File: config.mk
export PLATFORM = sky130hd
export DESIGN_NAME = i2c_bus_arbiter
export DESIGN_NICKNAME = d
export VERILOG_FILES = /design/src/rtl/i2c_arb_pkg.sv /design/src/rtl/i2c_bus_condition_detector.sv /design/src/rtl/i2c_bus_arbiter.sv
export SDC_FILE = /design/constraint.sdc
export NUM_CORES = 1
export LEC_CHECK = 0
export BUFFER_PORTS_ARGS = -buffer_cell sky130_fd_sc_hd__buf_2
export CELL_PAD_IN_SITES_DETAIL_PLACEMENT = 1
export CELL_PAD_IN_SITES_GLOBAL_PLACEMENT = 1
export CORE_UTILIZATION = 40
export CTS_CLUSTER_DIAMETER = 40
export DETAILED_ROUTE_END_ITERATION = 12
export GPL_TIMING_DRIVEN = 0
export PLACE_DENSITY = 0.81
export SLEW_MARGIN = 20
export SYNTH_ARGS = -nofsm -noshare
export SYNTH_HDL_FRONTEND = slang
export SYNTH_HIERARCHICAL = 1
export SYNTH_SLANG_ARGS = --single-unit
File: constraint.sdc
create_clock -name fast_clock -period 3.2 [get_ports fast_clock]
set_clock_uncertainty 0.2 [all_clocks]
set_input_delay 0.16 -clock fast_clock [delete_from_list [all_inputs] [get_ports fast_clock]]
set_output_delay 0.16 -clock fast_clock [all_outputs]
set_load 0.01 [all_outputs]
File: src/rtl/i2c_arb_pkg.sv
// i2c_arb_pkg
// Shared types for the two-requester I2C bus arbiter: FSM state encoding,
// requester count, the requester-index type, and the round-robin winner
// selection.
package i2c_arb_pkg;

    localparam int NUM_REQ = 2;

    typedef logic [$clog2(NUM_REQ)-1:0] req_idx_t;

    typedef enum logic [1:0] {
        WAIT_FREE = 2'd0,
        IDLE      = 2'd1,
        GRANTED   = 2'd2,
        BUSY_EXT  = 2'd3
    } arb_state_t;

    // With both requesting, the one that did not own the bus last time wins.
    function automatic req_idx_t pick_winner(input logic [NUM_REQ-1:0] req,
                                             input req_idx_t          last_owner);
        if (req == 2'b11) begin
            return ~last_owner;
        end else if (req[1]) begin
            return req_idx_t'(1);
        end else begin
            return req_idx_t'(0);
        end
    endfunction

endpackage

File: src/rtl/i2c_bus_condition_detector.sv
// i2c_bus_condition_detector
// Keeps the previous-cycle SCL/SDA samples and detects START/STOP.
//   fast_clock  in   system clock
//   reset       in   asynchronous active-high reset
//   scl_in      in   debounced SCL level
//   sda_in      in   debounced SDA level
//   start_cond  out  combinational START seen on this edge
//   stop_cond   out  combinational STOP seen on this edge
//   start_det   out  registered one-cycle START pulse
//   stop_det    out  registered one-cycle STOP pulse
module i2c_bus_condition_detector (
    input  logic fast_clock,
    input  logic reset,
    input  logic scl_in,
    input  logic sda_in,
    output logic start_cond,
    output logic stop_cond,
    output logic start_det,
    output logic stop_det
);

    logic scl_q;
    logic sda_q;

    // SDA edge while SCL stays high across both samples.
    assign start_cond = scl_q & scl_in & sda_q & ~sda_in;
    assign stop_cond  = scl_q & scl_in & ~sda_q & sda_in;

    // Samples reset high so a bus idling high out of reset reports nothing.
    always_ff @(posedge fast_clock or posedge reset) begin
        if (reset) begin
            scl_q     <= 1'b1;
            sda_q     <= 1'b1;
            start_det <= 1'b0;
            stop_det  <= 1'b0;
        end else begin
            scl_q     <= scl_in;
            sda_q     <= sda_in;
            start_det <= start_cond;
            stop_det  <= stop_cond;
        end
    end

endmodule

File: src/rtl/i2c_bus_arbiter.sv
// i2c_bus_arbiter
// Shares one I2C bus between two local master engines and yields to external
// masters. Tracks the bus-free window, hands out a one-hot grant round-robin.
//   fast_clock  in   system clock
//   reset       in   asynchronous active-high reset
//   scl_in      in   debounced SCL level
//   sda_in      in   debounced SDA level
//   req[1:0]    in   per-requester bus request (level)
//   done[1:0]   in   per-requester release pulse from the current owner
//   grant[1:0]  out  one-hot grant or 0, registered
//   bus_busy    out  low only while the bus is free and ungranted, registered
//   start_det   out  one-cycle pulse per START / repeated START
//   stop_det    out  one-cycle pulse per STOP
//   arb_lost    out  one-cycle pulse when an external START beats a local request
//
// state     | meaning
// WAIT_FREE | counting consecutive SCL&SDA-high cycles before the bus is free
// IDLE      | bus free, no owner
// GRANTED   | a local requester owns the bus until it pulses done
// BUSY_EXT  | an external master holds the bus until its STOP
module i2c_bus_arbiter
    import i2c_arb_pkg::*;
#(
    parameter int BUS_FREE_CYCLES = 16
) (
    input  logic               fast_clock,
    input  logic               reset,
    input  logic               scl_in,
    input  logic               sda_in,
    input  logic [NUM_REQ-1:0] req,
    input  logic [NUM_REQ-1:0] done,
    output logic [NUM_REQ-1:0] grant,
    output logic               bus_busy,
    output logic               start_det,
    output logic               stop_det,
    output logic               arb_lost
);

    localparam int               CNT_W    = $clog2(BUS_FREE_CYCLES + 1);
    localparam logic [CNT_W-1:0] CNT_LAST = CNT_W'(BUS_FREE_CYCLES - 1);
    localparam logic [CNT_W-1:0] CNT_MAX  = {CNT_W{1'b1}};

    arb_state_t         state;
    logic [CNT_W-1:0]   free_cnt;
    req_idx_t           last_owner;
    req_idx_t           winner;
    logic [NUM_REQ-1:0] grant_next;
    logic               start_cond;
    logic               stop_cond;

    i2c_bus_condition_detector u_cond (
        .fast_clock (fast_clock),
        .reset      (reset),
        .scl_in     (scl_in),
        .sda_in     (sda_in),
        .start_cond (start_cond),
        .stop_cond  (stop_cond),
        .start_det  (start_det),
        .stop_det   (stop_det)
    );

    always_comb begin
        winner             = pick_winner(req, last_owner);
        grant_next         = '0;
        grant_next[winner] = 1'b1;
    end

    // last_owner doubles as the current owner's index while GRANTED.
    always_ff @(posedge fast_clock or posedge reset) begin
        if (reset) begin
            state      <= WAIT_FREE;
            free_cnt   <= '0;
            last_owner <= req_idx_t'(1);
            grant      <= '0;
            bus_busy   <= 1'b1;
            arb_lost   <= 1'b0;
        end else begin
            arb_lost <= 1'b0;
            unique case (state)
                WAIT_FREE: begin
                    grant    <= '0;
                    bus_busy <= 1'b1;
                    if (start_cond) begin
                        state    <= BUSY_EXT;
                        free_cnt <= '0;
                    end else if (scl_in && sda_in) begin
                        if (free_cnt == CNT_LAST) begin
                            state    <= IDLE;
                            bus_busy <= 1'b0;
                            free_cnt <= '0;
                        end else if (free_cnt != CNT_MAX) begin
                            free_cnt <= free_cnt + CNT_W'(1);
                        end
                    end else begin
                        free_cnt <= '0;
                    end
                end
                IDLE: begin
                    // An external START on the same edge as a request wins.
                    if (start_cond) begin
                        state    <= BUSY_EXT;
                        bus_busy <= 1'b1;
                        arb_lost <= |req;
                    end else if (|req) begin
                        state      <= GRANTED;
                        grant      <= grant_next;
                        last_owner <= winner;
                        bus_busy   <= 1'b1;
                    end
                end
                GRANTED: begin
                    // Bus conditions here are the owner's own traffic.
                    if (done[last_owner]) begin
                        state    <= WAIT_FREE;
                        grant    <= '0;
                        free_cnt <= '0;
                    end
                end
                BUSY_EXT: begin
                    if (stop_cond) begin
                        state    <= WAIT_FREE;
                        free_cnt <= '0;
                    end
                end
                default: begin
                    state    <= WAIT_FREE;
                    grant    <= '0;
                    bus_busy <= 1'b1;
                    free_cnt <= '0;
                end
            endcase
        end
    end

endmodule

[After elaboration in Yosys (flattened, before gate mapping)]
Index checks and enable logic that the tools add are counted.
Cells by class
  $add $sub $neg: 1
  order comparisons: 3
  eq/ne operators: 14
  multiplexer cells: 32
  bitwise gates (word level): 9
  reduce and logical (&&, ||, !) cells: 12
Operators with widths (number)
  5-bit two-way mux: 6
  2-bit two-way mux: 9
  5-bit case mux with 3 select lines: 1
  1-bit two-way mux: 12
  3-bit by 2-bit inequality test with 1-bit output (second input constant): 3
  2-bit case mux with 4 select lines: 1
  4-bit AND reduction: 2
  2-bit equality test (second input constant): 3
  2-bit inequality test (second input constant): 3
  2-bit case mux with 3 select lines: 1
  3-bit nonzero test: 2
  5-bit by 1-bit adder with 5-bit output (second input constant): 1
  1-bit bitwise AND: 5
  5-bit by 4-bit equality test with 1-bit output (second input constant): 1
  5-bit by 4-bit inequality test with 1-bit output (second input constant): 1
  5-bit inequality test (second input constant): 1
  5-bit AND reduction: 1
  1-bit by 2-bit < comparator with 1-bit output (second input constant): 2
  1-bit inverter: 4
  3-bit AND reduction: 1
  2-bit by 1-bit equality test with 1-bit output (second input constant): 1
  1-bit logical AND: 2
  2-bit zero test: 1
  2-bit by 1-bit inequality test with 1-bit output (second input constant): 1
  6 further kinds: 6
Storage, ports and cells
  register bits after elaboration: 16
  input port bits: 8
  output and inout bits: 6

[Longest topological paths before layout]
Gate-level depths: netlist of the first run.
  depth after elaboration: 9
  gate-level depth with buffers: 5
  mapped depth without buffers: 5

[Hierarchy]
The synthesis of the first run kept the hierarchy.
By module, submodules not included
  i2c_bus_arbiter: times used 1, cells an instance 61, area each 688.2 um2, sequential area each 302.8 um2
  i2c_bus_condition_detector: times used 1, cells an instance 7, area each 126.4 um2, sequential area each 102.6 um2

[Worst setup path before layout of the first run]
Ideal clock, no wire load.
  path type: reg-to-reg
  start point: register u_cond.scl_q
  end point: register free_cnt[3]
  setup time: 132 ps
  arrival time: 1266 ps
  required time: 2868 ps
  setup slack: 1602 ps
  cell stages (with the launch flop): 6
  buffers on the path: 0
  period minus slack after synthesis: 1598 ps
  path through: dfstp_2 -> and4b_1 -> nand4bb_4 -> nor2_4 -> a41oi_1 -> a31oi_1
Between the ends
  word-level cells in the longest chain between the ends: 5
RTL lines
  start: declaration: RTL line i2c_bus_condition_detector.sv:22  | logic scl_q;
  start signal: assignment: RTL line i2c_bus_condition_detector.sv:37  | scl_q <= scl_in;
  1-bit bitwise AND (*) (3 in series): RTL line i2c_bus_condition_detector.sv:26  | assign start_cond = scl_q & scl_in & sda_q & ~sda_in;
  via start_cond: RTL line i2c_bus_arbiter.sv:48  | logic start_cond;
  5-bit by 4-bit inequality test with 1-bit output (no line) or 5-bit two-way mux (tied branches)
  4-bit AND reduction (no line) or 5-bit case mux with 3 select lines (tied branches)
  end signal: assignment: RTL line i2c_bus_arbiter.sv:92  | free_cnt <= free_cnt + CNT_W'(1);
  end: declaration: RTL line i2c_bus_arbiter.sv:44  | logic [CNT_W-1:0] free_cnt;
Mark *: on every way through the listed nets, which the timed path passes. The rest lies on a longest branch.
A chain may end at the register's enable or synchronous reset.

[Final worst setup path of the first run]
  start point: input port sda_in
  end point: register grant[1]
Between the ends
  word-level cells in the longest chain between the ends: 4
RTL lines
  start: declaration: RTL line i2c_bus_arbiter.sv:29  | input logic sda_in,
  1-bit inverter: RTL line i2c_bus_condition_detector.sv:26
  1-bit bitwise AND: RTL line i2c_bus_condition_detector.sv:26
  via start_cond: RTL line i2c_bus_arbiter.sv:48
  2-bit inequality test (no line)
  4-bit AND reduction (no line)
  end signal: assignment: RTL line i2c_bus_arbiter.sv:106  | grant <= grant_next;
  end: declaration: RTL line i2c_bus_arbiter.sv:32  | output logic [NUM_REQ-1:0] grant,
The timed path passes the listed nets, and every way through them passes these cells.

==> results.ini, run 1 <==
[status]
run_status = finished, final reports clean

[worst_setup_path]
cp-startpoint = sda_in
cp-start-kind = input pin
crit_path_end_kind = flip-flop
r2r_end = free_cnt[3]
crit_arrival_ps = 1880
cp-endpoint = grant[1]
cp_data_required_time_ps = 3190
reg2reg_from = u_cond/scl_q
setup.worst_path.class = input pin to flip-flop
reg2reg_depth = 5
ff2ff_setup_slack_ps = 1460
cp_max_fo = 5

[route]
route.detailed.wl_per_inst_um = 14.60
ant_nets = 0
drt_iter0_markers = 4
vias = 616
vias_per_cell = 5.451
route.detailed.drc = 0
wl_um = 1650
drt_pre_antenna_iters = 4

[timing]
rsz0062_at_grt = no
timing.fmax_mhz = 530.6
maxSlewHeadroom = 0.6738
finalSetupViolCount = 0
hold_violations = 0
worstMarginPinSlew_ps = 488.8
fin_crit_sh = 0.5890
hold_ws_ps = 51.12
fin_tns_setup_ps = 0
fin_crit_ps = 1885
final_max_slew_viol_count = 0

[die]
start_util = 0.4474
die_h_um = 47.13
placementRows = 15
dieArea_sq_um = 2221
coreArea_sq_um = 1821
die_x_um = 47.13
ioPinCount = 14

[final_layout]
n_antenna_cell = 0
layout.nets = 98
drive_gt1_frac = 0.3750
fill_cells = 207
syn_to_final_growth_pct = 18.74

[placed_design]
gp_congestion = 0.7074
dp_hpwl_um = 1252
portBuffers = 13

[pwr]
power_density_nw_per_um2 = 625.3
leakage_nw = 0.4335
ir_worst_vdd_uv = 301.2

[yosys]
synth_area_sq_um = 814.5
seq_area_frac_synth = 0.4977
post_synth_num_cell_types = 33
synth_ff_type = dfrtp_1
syn_nets = 77
synthArstFlopShare = 1.000
ys_warn_count = 6
syn_area_per_cell_sq_um = 11.98
synth_edf_count = 0
syn_inst = 68
ys_seq_elements = 16

[clocking]
cts_resized = 0
clock-sinks = 16
ctsRootBufferMaster = clkbuf_4
htreeDepth = 1
clk_pin_slew_ps = 100
cts_inserted_buffers = 3
cts_buffer_depth = 2
clk_latency_ps = 290
cts_tree = built

[global_routing]
grt.total_usage = 0.1856
grt_pass1_vias = 642
grt_max_degree = 13
grt_pass1_wl_um = 2766
antenna_found_initial = 0
grt_overflow_total = 0

[job]
drv_cap = 0

[hold_path]
hold_path.class = input pin to flip-flop

cells in the mapped netlist (2+ instances only):
master	count	area, sq um
dfrtp_1	12	300.3
nand2_1	5	18.77
a21oi_1	4	20.02
a31oi_1	4	25.02
dfstp_2	4	105.1
and4b_1	3	30.03
inv_1	3	11.26
o21ai_0	3	15.01
a21boi_0	2	15.01
a22o_1	2	17.52
mux2_2	2	22.52
nand4_1	2	12.51
nor2_1	2	7.510
what timing repair did:
action,in CTS,in global routing
setup buffers,0,0
endpoints found under the hold margin,16,0
hold buffers,3,0
layer usage:
layer	GRT usage	routed length [um]	vias up
met4	0.08571	34	0
met1	0.2193	740	295
met2	0.3250	812	16
met5	0	0	-
li1	-	-	300
met3	0.03462	63	5
power by group:
group / internal [mW] / switching [mW]
Clock: 0.0485 / 0.0663
Combinational: 0.112 / 0.115
Sequential: 0.240 / 0.0233
area by class of cell:
cell class,instances,area (sq um),share of cell area
well taps,25,31.28,0.03234
plain buffers,2,18.77,0.01940
inverters,3,11.26,0.01164
flip-flops and latches,16,405.4,0.4191
repair buffers,16,95.09,0.09832
clock buffers,4,26.28,0.02717
multi-input cells,47,379.1,0.3920
registers in the layout, indices dropped and copies added, names as in the netlist:
signal,flops
state,2
free_cnt,5
u_cond/sda_q,1
u_cond/start_det,1
arb_lost,1
u_cond/stop_det,1
last_owner,1
u_cond/scl_q,1
bus_busy,1
grant,2
cells in the final DEF (no fill, tap or decap), types with 2 or more instances in the layout:
master         count
a21boi_0           2
a21oi_1            4
a22o_1             2
a31oi_1            4
and4b_1            3
buf_2             13
clkbuf_4           3
dfrtp_1           12
dfstp_2            4
dlygate4sd3_1      3
inv_1              3
mux2_2             2
nand2_1            5
nand4_1            2
nor2_1             2
o21ai_0            3
through the flow:
| step | power, mW | util | cells | area (sq um) | setup slack [ps] |
|---|---|---|---|---|---|
| CTS | 0.6103 | 0.5313 | 113 | 967.2 | 1312 |
| floorplan | 0.4430 | - | 68 | 814.5 | 1602 |
| global placement | 0.4842 | 0.5003 | 106 | 910.9 | 1488 |
| finish | 0.6048 | 0.5313 | 113 | 967.2 | 1315 |
| global route | 0.6391 | 0.5313 | 113 | 967.2 | 1213 |
| detailed placement | 0.4916 | 0.5003 | 106 | 910.9 | 1456 |
logic make-up after synthesis:
group,share of synthesized area
adder cells (fa/ha/maj),0.01536
AND/OR/NAND/NOR,0.2028
AO/OA/AOI/OAI,0.2074
buffers and inverters,0.03687
multiplexers,0.03994
flip-flops,0.4977
worst max-delay path: stages:
cell and delay [ps]:
dlygate4sd3_1 520, buf_2 170, and4b_1 280, nor3_2 210, mux2_2 350, a22o_1 180
worst min-delay path by stage:
stage	startpoint	endpoint	slack, ps	depth (start not counted)
floorplan	reset	u_cond/start_det	-280	1
global placement	reset	u_cond/start_det	-150	2
detailed placement	reset	u_cond/stop_det	-150	2
CTS	req[0]	arb_lost	50	3
global route	req[0]	state[1]	90	4
finish	req[0]	arb_lost	50	3
Note: power is estimated with default switching activity, not from simulation.
==> inputs of run 2 (changes only) <==
CORE_UTILIZATION = 38   (was 40)
clock period = 1.6 ns   (was 3.2 ns; I/O delays follow)
==> run 2 against run 1 <==
The run now ends with hold timing, setup timing left. Critical path depth down 2. Wire length up 23%. Cell count up 11%. Sequential power up 100%. Flip-flop and latch count unchanged. Setup slack worse by 1400 ps. Sequential share of layout area down 5.9 points. Via count up 9.6%. Critical endpoint unchanged. Largest cell class is now multi-input combinational cells. Highest routed layer unchanged.
==> results.ini, run 2 (synthesis gave the netlist of run 1 again) <==
[status]
run_status = finished with violations
violations = hold timing, setup timing

[final_layout]
instances_no_fill = 125  ; +11%
largestRegisters = free_cnt (5), grant (2), state (2)
drive_gt1_frac = 0.5204  ; +0.1454
largest_register_ffs = 5  ; unchanged
layout_common_cells = buf_2, dfrtp_1, buf_4, dlygate4sd3_1
n_antenna_cell = 0  ; unchanged
fill_cells = 215  ; +3.9%
multiInputGateArea_sq_um = 446.7  ; +18%
seqCellArea_sq_um = 407.9  ; +0.62%
layout.nets = 108  ; +10%
largest-register = free_cnt
syn_to_final_growth_pct = 39.02
layout_commonest_cell = buf_2

[clocking]
clk_latency_ps = 300  ; about the same
cts_inserted_buffers = 3  ; unchanged
clk_pin_slew_ps = 100  ; about the same
clock-sinks = 16  ; unchanged
htreeDepth = 1  ; unchanged
cts_tree = built
ctsRootBufferMaster = clkbuf_4
cts_buffer_depth = 2  ; unchanged

[worst_setup_path]
cp-start-kind = flip-flop
path_delay_family = flip-flops
cp_cell_sequence = and4b_2 > nor3_4 > mux2_4 > a22o_1
cp_max_fo = 5  ; unchanged
critical_path_buf_inv_count = 0  ; -2
critPathMaxStageDelay_ps = 540  ; +20 ps
setup.worst_path.class = flip-flop to flip-flop
crit_path_top_delay_cell = dfstp_2
crit_arrival_ps = 1710  ; -170 ps
cp_data_required_time_ps = 1600  ; -1590 ps
crit_path_end_kind = flip-flop

[pwr]
ir_worst_vdd_uv = 570.5  ; +89%
leakage_nw = 0.4933  ; +14%
power_density_nw_per_um2 = 1259  ; +100%

[placed_design]
post-place-ws_ps = -123.8  ; -1580 ps
portBuffers = 13  ; unchanged
dpl.cell_count = 108  ; +1.9%
dp_hpwl_um = 1163  ; -7.1%
gp_congestion = 0.6925  ; -2.1%

[die]
coreArea_sq_um = 1982  ; +8.9%
start_util = 0.4110  ; -0.03644
ioPinCount = 14  ; unchanged
dieArea_sq_um = 2332  ; +5.0%
die_h_um = 48.30  ; +2.5%
die_x_um = 48.30  ; +2.5%
placementRows = 16  ; +1

[route]
ant_nets = 0  ; unchanged
wl_um = 2033  ; +23%
route.detailed.wl_per_inst_um = 16.26  ; +11%
route.detailed.drc = 0  ; unchanged
drt_iter0_markers = 8  ; +4
vias = 675  ; +9.6%
drt_pre_antenna_iters = 4  ; unchanged
vias_per_cell = 5.400  ; -0.94%

[timing]
timing.fmax_mhz = 586.0
maxSlewHeadroom = 0.6594  ; -0.01444
hold_violations = 2  ; +2
final_max_slew_viol_count = 0  ; unchanged
fin_ws_ps = -106.6  ; -1422 ps
fin_crit_sh = 1.067
fin_crit_ps = 1707
rsz0062_at_grt = yes
finalSetupViolCount = 9  ; +9
hold_ws_ps = -7.874  ; -58.99 ps
worstMarginPinSlew_ps = 510.4  ; +21.63 ps

[global_routing]
grt_pass1_wl_um = 2849  ; +3.0%
antenna_found_initial = 0  ; unchanged
grt_max_degree = 13  ; unchanged
grt.total_usage = 0.1844  ; -0.001186
grt_pass1_vias = 634  ; -1.2%
grt_overflow_total = 0  ; unchanged

[hold_path]
hold_path.class = input pin to async pin

[job]
drv_cap = 0  ; unchanged

-- run 2: per-stage QoR --
stage | cell area (sq um) | power (mW) | utilization | TNS, ps | hold WS, ps
after detailed placement | 913.4 | 0.9879 | 0.4609 | -453.2 | -228.0
after floorplan | 814.5 | 0.8860 | - | 0 | -355.4
final | 1132 | 1.426 | 0.5713 | -473.6 | -7.874
after global placement | 913.4 | 0.9694 | 0.4609 | -391.8 | -232.8
after global routing | 1132 | 1.502 | 0.5713 | -1020 | -4.749
after CTS | 1065 | 1.343 | 0.5372 | -278.0 | -37.06
-- run 2: cell type report --
type,instances,area share
Inverter,3,0.009945
Tap cell,27,0.02983
Buffer,2,0.01657
Sequential cell,16,0.3602
Clock buffer,4,0.03204
Multi-Input combinational cell,47,0.3945
Timing Repair Buffer,26,0.1569
-- run 2: worst reg2reg max path, cell delays in order, from the launching register on --
cell and delay [ps]:
dfstp_2 540, and4b_2 320, nor3_4 70, mux2_4 300, a22o_1 180
-- run 2: what timing repair did --
| action | 4_1_cts | 5_1_grt |
|---|---|---|
| endpoints found under the setup margin | 8 | 12 |
| gates cloned | 0 | 0 |
| setup buffers | 4 | 3 |
| hold endpoints to repair | 21 | 1 |
| hold buffers | 5 | 1 |
| pin swaps | 8 | 8 |
| gates resized for setup | 8 | 9 |
-- run 2: path summary, 6_finish.rpt --
kind                       depth (start not counted)          from  slack, ps               end
setup / recovery                                   4  u_cond/scl_q       -110          grant[1]
hold / removal                                     3         reset         -8  u_cond/start_det
setup reg to reg                                   4  u_cond/scl_q       -110          grant[1]
hold reg to reg                                    2      grant[0]        330          grant[0]
max in group asynchronous                          3         reset        680       free_cnt[0]
min in group fast_clock                            4        scl_in         40       free_cnt[2]
-- run 2: per-layer routing --
layer,global-route usage,routed length [um],share of wire
met1,0.2413,926,0.46
met4,0.08333,41,0.020
met3,0.03333,57,0.028
met5,0,0,0
met2,0.2960,1007,0.50
-- run 2: power breakdown --
group	leakage [nW]	total, mW	internal, mW	switching (mW)
Sequential	0.202	0.538	0.483	0.0547
Combinational	0.270	0.606	0.316	0.291
Clock	0.0210	0.282	0.139	0.143
Total	0.493	1.43	0.938	0.488
